### src/rtl/seq_det_pkg.sv
// Shared definitions for the parametrised serial pattern detector.
// State encoding is exposed on the top-level port, so its values are fixed here.
package seq_det_pkg;

    localparam int STATE_W = 2;

    typedef enum logic [STATE_W-1:0] {
        S_IDLE  = 2'd0,
        S_FILL  = 2'd1,
        S_ARMED = 2'd2
    } state_t;

endpackage

### src/rtl/sat_counter.sv
// Saturating up-counter with synchronous clear and asynchronous active-high reset.
// Holds at all-ones once reached instead of wrapping.
module sat_counter
    import seq_det_pkg::*;
#(
    parameter int W = 8
) (
    input  logic         clk,
    input  logic         rst,
    input  logic         inc,
    input  logic         clr,
    output logic [W-1:0] cnt
);

    // Clear wins over increment; saturation is checked against all-ones.
    always_ff @(posedge clk or posedge rst) begin
        if (rst) begin
            cnt <= '0;
        end else if (clr) begin
            cnt <= '0;
        end else if (inc && (cnt != '1)) begin
            cnt <= cnt + 1'b1;
        end
    end

endmodule

### src/rtl/seq_detector_param.sv
// Mealy serial pattern detector with loadable pattern, overlap control and exposed state.
// Optional saturating match counter is enabled by defining SEQ_DET_MATCH_COUNT_EN.
module seq_detector_param
    import seq_det_pkg::*;
#(
    parameter int               PAT_W     = 4,
    parameter logic [PAT_W-1:0] PAT_RESET = 4'b1011,
    parameter int               CNT_W     = 8
) (
    input  logic               clk,
    input  logic               rst,
    input  logic               data,
    input  logic               data_valid,
    input  logic [PAT_W-1:0]   pat_in,
    input  logic               pat_load,
    input  logic               overlap_en,
    output logic               out,
    output logic [STATE_W-1:0] state,
    output logic [CNT_W-1:0]   match_cnt
);

    localparam int                FILL_W   = $clog2(PAT_W);
    localparam logic [FILL_W-1:0] FILL_MAX = FILL_W'(PAT_W - 1);

    logic [PAT_W-1:0]  pat_q;
    logic [PAT_W-2:0]  hist;
    logic [FILL_W-1:0] fill;
    logic [FILL_W-1:0] fillInc;
    state_t            stateQ;
    state_t            stateInc;
    logic [PAT_W-1:0]  window;
    logic              accept;
    logic              hit;

    // The candidate window is the stored history plus the bit on the wire right now.
    assign window = {hist, data};
    assign accept = data_valid & ~pat_load;
    assign hit    = accept & (stateQ == S_ARMED) & (window == pat_q);
    assign out    = hit;
    assign state  = stateQ;

    always_comb begin
        fillInc  = fill;
        stateInc = S_FILL;
        if (fill != FILL_MAX) begin
            fillInc = fill + 1'b1;
        end
        if (fillInc == FILL_MAX) begin
            stateInc = S_ARMED;
        end
    end

    // A pattern load restarts detection from scratch and drops the concurrent bit.
    always_ff @(posedge clk or posedge rst) begin
        if (rst) begin
            pat_q  <= PAT_RESET;
            hist   <= '0;
            fill   <= '0;
            stateQ <= S_IDLE;
        end else if (pat_load) begin
            pat_q  <= pat_in;
            hist   <= '0;
            fill   <= '0;
            stateQ <= S_IDLE;
        end else if (data_valid) begin
            hist <= window[PAT_W-2:0];
            if (hit && !overlap_en) begin
                fill   <= '0;
                stateQ <= S_IDLE;
            end else begin
                fill   <= fillInc;
                stateQ <= stateInc;
            end
        end
    end

`ifdef SEQ_DET_MATCH_COUNT_EN
    sat_counter #(
        .W(CNT_W)
    ) u_match_cnt (
        .clk (clk),
        .rst (rst),
        .inc (hit),
        .clr (pat_load),
        .cnt (match_cnt)
    );
`else
    assign match_cnt = '0;
`endif

endmodule

### config.mk
export PLATFORM = sky130hd
export DESIGN_NAME = seq_detector_param
export DESIGN_NICKNAME = d
export VERILOG_FILES = /design/src/rtl/seq_det_pkg.sv /design/src/rtl/sat_counter.sv /design/src/rtl/seq_detector_param.sv
export SDC_FILE = /design/constraint.sdc
export NUM_CORES = 1
export LEC_CHECK = 0
export CORE_AREA = 2 2 41 43
export DETAILED_ROUTE_END_ITERATION = 8
export DIE_AREA = 0 0 43 45
export GPL_TIMING_DRIVEN = 0
export HOLD_SLACK_MARGIN = 0.03
export PLACE_DENSITY = 0.79
export SETUP_SLACK_MARGIN = 0.1
export SLEW_MARGIN = 10
export SYNTH_ARGS = -nofsm -noshare
export SYNTH_HDL_FRONTEND = slang
export SYNTH_SLANG_ARGS = --single-unit
### constraint.sdc
create_clock -name clk -period 1.6 [get_ports clk]
set_input_delay 0.32 -clock clk [delete_from_list [all_inputs] [get_ports clk]]
set_output_delay 0.32 -clock clk [all_outputs]
set_load 0.005 [all_outputs]
* Word level (Yosys, flattened, before mapping)
Cells that the tools add are included.
** Storage, ports and cells
- Logic and storage cells :: 26
- Bits in registers :: 11
- Output and inout bits :: 11
- Bits of input ports :: 10
** Operators by class
- Multiplexer cells :: 10
- Add/subtract/negate cells :: 1
- Bitwise logic cells :: 4
- Equality and inequality tests :: 4
- Reduce and logical (&&, ||, !) cells :: 3
** Operator list (count)
- $mux 2 :: 8
- $mux 3 :: 2
- $eq 2x2->1 const B :: 2
- $eq 4x4->1 :: 1
- $and 1x1->1 :: 3
- $add 2x1->2 const B :: 1
- $ne 2x2->1 const B :: 1
- $reduce_bool 2->1 :: 1
- $logic_and 1x1->1 :: 1
- $logic_not 1->1 :: 1
- $not 1->1 :: 1

* Depth between registers and ports, before layout
- Depth in word-level cells :: 8
- Mapped depth :: 4
- Gate-level depth less buffers :: 3

* Worst setup path after synthesis
No wires, ideal clock.
- Path type :: register -> output
- Start point :: register pat_q[1]
- End point :: output port out
- Arrival :: 1.051 ns
- Path slack :: 0.229 ns
- Stages on the path, launching flop included :: 4
- Buffers on the path :: 0
- Cell sequence :: dfstp_2 xor2_1 nor3_2 nor3b_2
** Between the ends
- Cells in the longest elaborated chain, start to end :: 2
** Ends and longest elaborated chain
- start: declaration :: RTL line seq_detector_param.sv:25 : logic [PAT_W-1:0] pat_q;
- start signal: assignment :: RTL line seq_detector_param.sv:61 : pat_q <= pat_in;
- $eq 4x4->1 :: RTL line seq_detector_param.sv:38 : assign hit = accept & (stateQ == S_ARMED) & (window == pat_q);
- $and 1x1->1 :: RTL line seq_detector_param.sv:38
- end: declaration :: RTL line seq_detector_param.sv:17 : output logic out,
Every way passes these cells.

* Final worst setup path
Ends and elaborated chain as after synthesis.

==> reports/qor.yml <==
status: "complete, but fails checks"
violations: "setup timing"
grt_max_degree: 12
area_delta_synth_final_pct: 30.47
peakVddDrop_mv: 0.5008
maxSlewViolCount: 0
dpl.cell_count: 85
synth_async_sr_flop_share: 1.000
num_vias: 405
ant_nets: 0
grt_pass1_vias: 410
hold_viol: 0
cts.sinks: 11
setup_violations: 1
cts_made_buffers: 3
instances_no_fill: 90
syn_avg_cell_area_sq_um: 12.00
place_ws_ns: -0.4199
cp.arrival_ns: 1.36
path_max_fanout: 2
synthDominantCellAreaShare: 0.3272
worst_ep_required_time_ns: 1.28
ys_types: 17
path_class: "reg2out"
syn-instance-count: 51
grt_pass1_wl_um: 1704
ys_seq_area_frac: 0.4560
synth_ff_type: "dfrtp_1"
synth_top_family_by_area: "multiplexers"
path_clk_slew_ns: 0.06
route.detailed.drc: 0
wl_per_cell_um: 10.03
synth_compound_area_frac: 0.06544
crit_path_start_kind: "register"
diodes: 0
drtIter0Drc: 1
worst_slack_ns: -0.08332
fmax_ghz: 0.5941
fp-row-count: 14
leakagePower_nw: 0.3908
viasPerCell: 4.500
maxCapViolCount: 0
p_per_area_mw_per_mm2: 768.5
ys_seq_elements: 11
netlist_top_cells_area: "dfrtp_1, dfstp_2, buf_4, mux2i_1, mux2_2"
multi_input_area_sq_um: 279.0
synth_edf_count: 0
portBuffers: 11
fill_cells: 144
synth_top_cell_by_area: "dfrtp_1"
rsz0062_at_grt: "yes"
die_area_sq_mm: 0.001935
place.gp.congestion: 0.7080
synthSimpleGateAreaFrac: 0.1288
nNetsFinal: 85
clk_latency_ns: 0.26
holdCritPathClass: "in2async"
core-area_sq_mm: 0.001471
final_common_cell: "buf_4"
cts_tree: "yes"
r2r_setup_slack_ns: 0.41
timing.hold.ws_ns: 0.3357
synth_adder_area_share: 0
clk_path_buf_depth: 2
firstDrtPassIters: 3
h-tree-depth: 1
yosys_warnings: 0
root_buffer: "clkbuf_4"
finalPower_mw: 0.6135
fin_crit_ns: 1.683
drive_above_1_share: 0.3514
synth_xor_area_frac: 0.05726
finalClockSkew_ns: 0.001148
wl_um: 903
grt_overflow: 0
die_x_um: 43
antenna_found_initial: 0
synth.area.mux_share: 0.1554
chipHeight_um: 45
regArea_sq_um: 279.0
ios: 21
syn_area_sq_um: 611.8
final_cell_mix: "buf_4, conb_1, dfrtp_1, clkdlybuf4s50_1, mux2i_1"
initial_utilization: 0.4158
grt_use_total: 0.1220
finalCritPeriodShare: 1.052
end_kind: "output port"
area by class of cell:
| type | instances | area share |
|---|---|---|
| Multi-Input combinational cell | 35 | 0.3495 |
| Sequential cell | 11 | 0.3495 |
| Inverter | 2 | 0.009404 |
| Timing Repair Buffer | 12 | 0.1426 |
| Tap cell | 16 | 0.02508 |
| Buffer | 10 | 0.09091 |
| Clock buffer | 4 | 0.03292 |
stage by stage:
stage / utilization / area (sq um) / setup TNS [ns]
after floorplan: - / 638.1 / 0
after global placement: 0.5221 / 768.2 / -0.4224
after detailed placement: 0.5221 / 768.2 / -0.4199
after CTS: 0.5408 / 795.8 / -0.1180
after global routing: 0.5425 / 798.3 / -0.2004
final: 0.5425 / 798.3 / -0.08332
repair_timing:
action | in CTS | in global routing
setup buffers | 1 | 0
pin swaps | 1 | 1
gates cloned | 0 | 0
endpoints found under the setup margin | 2 | 2
hold buffers | 0 | 0
resized for setup | 5 | 1
cell families (layout without fill, tap and decap cells):
family | Yosys count | in the layout
AOI/OAI and AO/OA | 6 | 6
xor gates and xnor gates | 4 | 4
buffers and inverters | 12 | 28
DFF | 11 | 11
muxes | 9 | 9
other | 1 | 8
and+or+nand+nor | 8 | 8
registers in the layout, summed over array words and instances, names as in the netlist:
register / count
state: 2
hist: 3
pat_q: 4
fill: 2
power by group:
part	leakage (nW)	switching, mW	total (mW)	internal (mW)
clock	0.0150	0.0849	0.181	0.0963
combinational	0.239	0.0452	0.115	0.0694
sequential	0.137	0.0143	0.318	0.303
total	0.391	0.144	0.613	0.469
cells in the mapped netlist, types with 2 or more instances:
cell type	count
a211oi_1	4
buf_4	9
dfrtp_1	8
dfstp_2	3
inv_1	2
mux2_2	4
mux2i_1	5
nor2_1	3
nor3_2	2
xor2_1	4
worst paths after layout:
| path | from | depth (start not counted) | to |
|---|---|---|---|
| min | rst | 2 | hist[0] |
| max in group asynchronous | rst | 2 | pat_q[3] |
| max | pat_q[1] | 4 | out |
| min reg2reg | pat_q[2] | 1 | pat_q[2] |
| min in group clk | data_valid | 3 | hist[2] |
| max reg2reg | pat_q[1] | 4 | state[1] |
worst max-delay path, stage by stage, from the launching register on:
cell     delay [ns]
dfstp_2        0.53
xor2_1         0.07
nor3_2         0.18
nor3b_2        0.19
buf_2          0.13
metal layers:
metal | vias up | routed length [um] | GRT usage
li1 | 208 | - | -
met1 | 181 | 350 | 0.1378
met2 | 16 | 467 | 0.2030
met3 | 0 | 85 | 0.05200
met4 | 0 | 0 | 0.05455
met5 | - | 0 | 0
No activity file was read; power rests on OpenSTA's default activity.
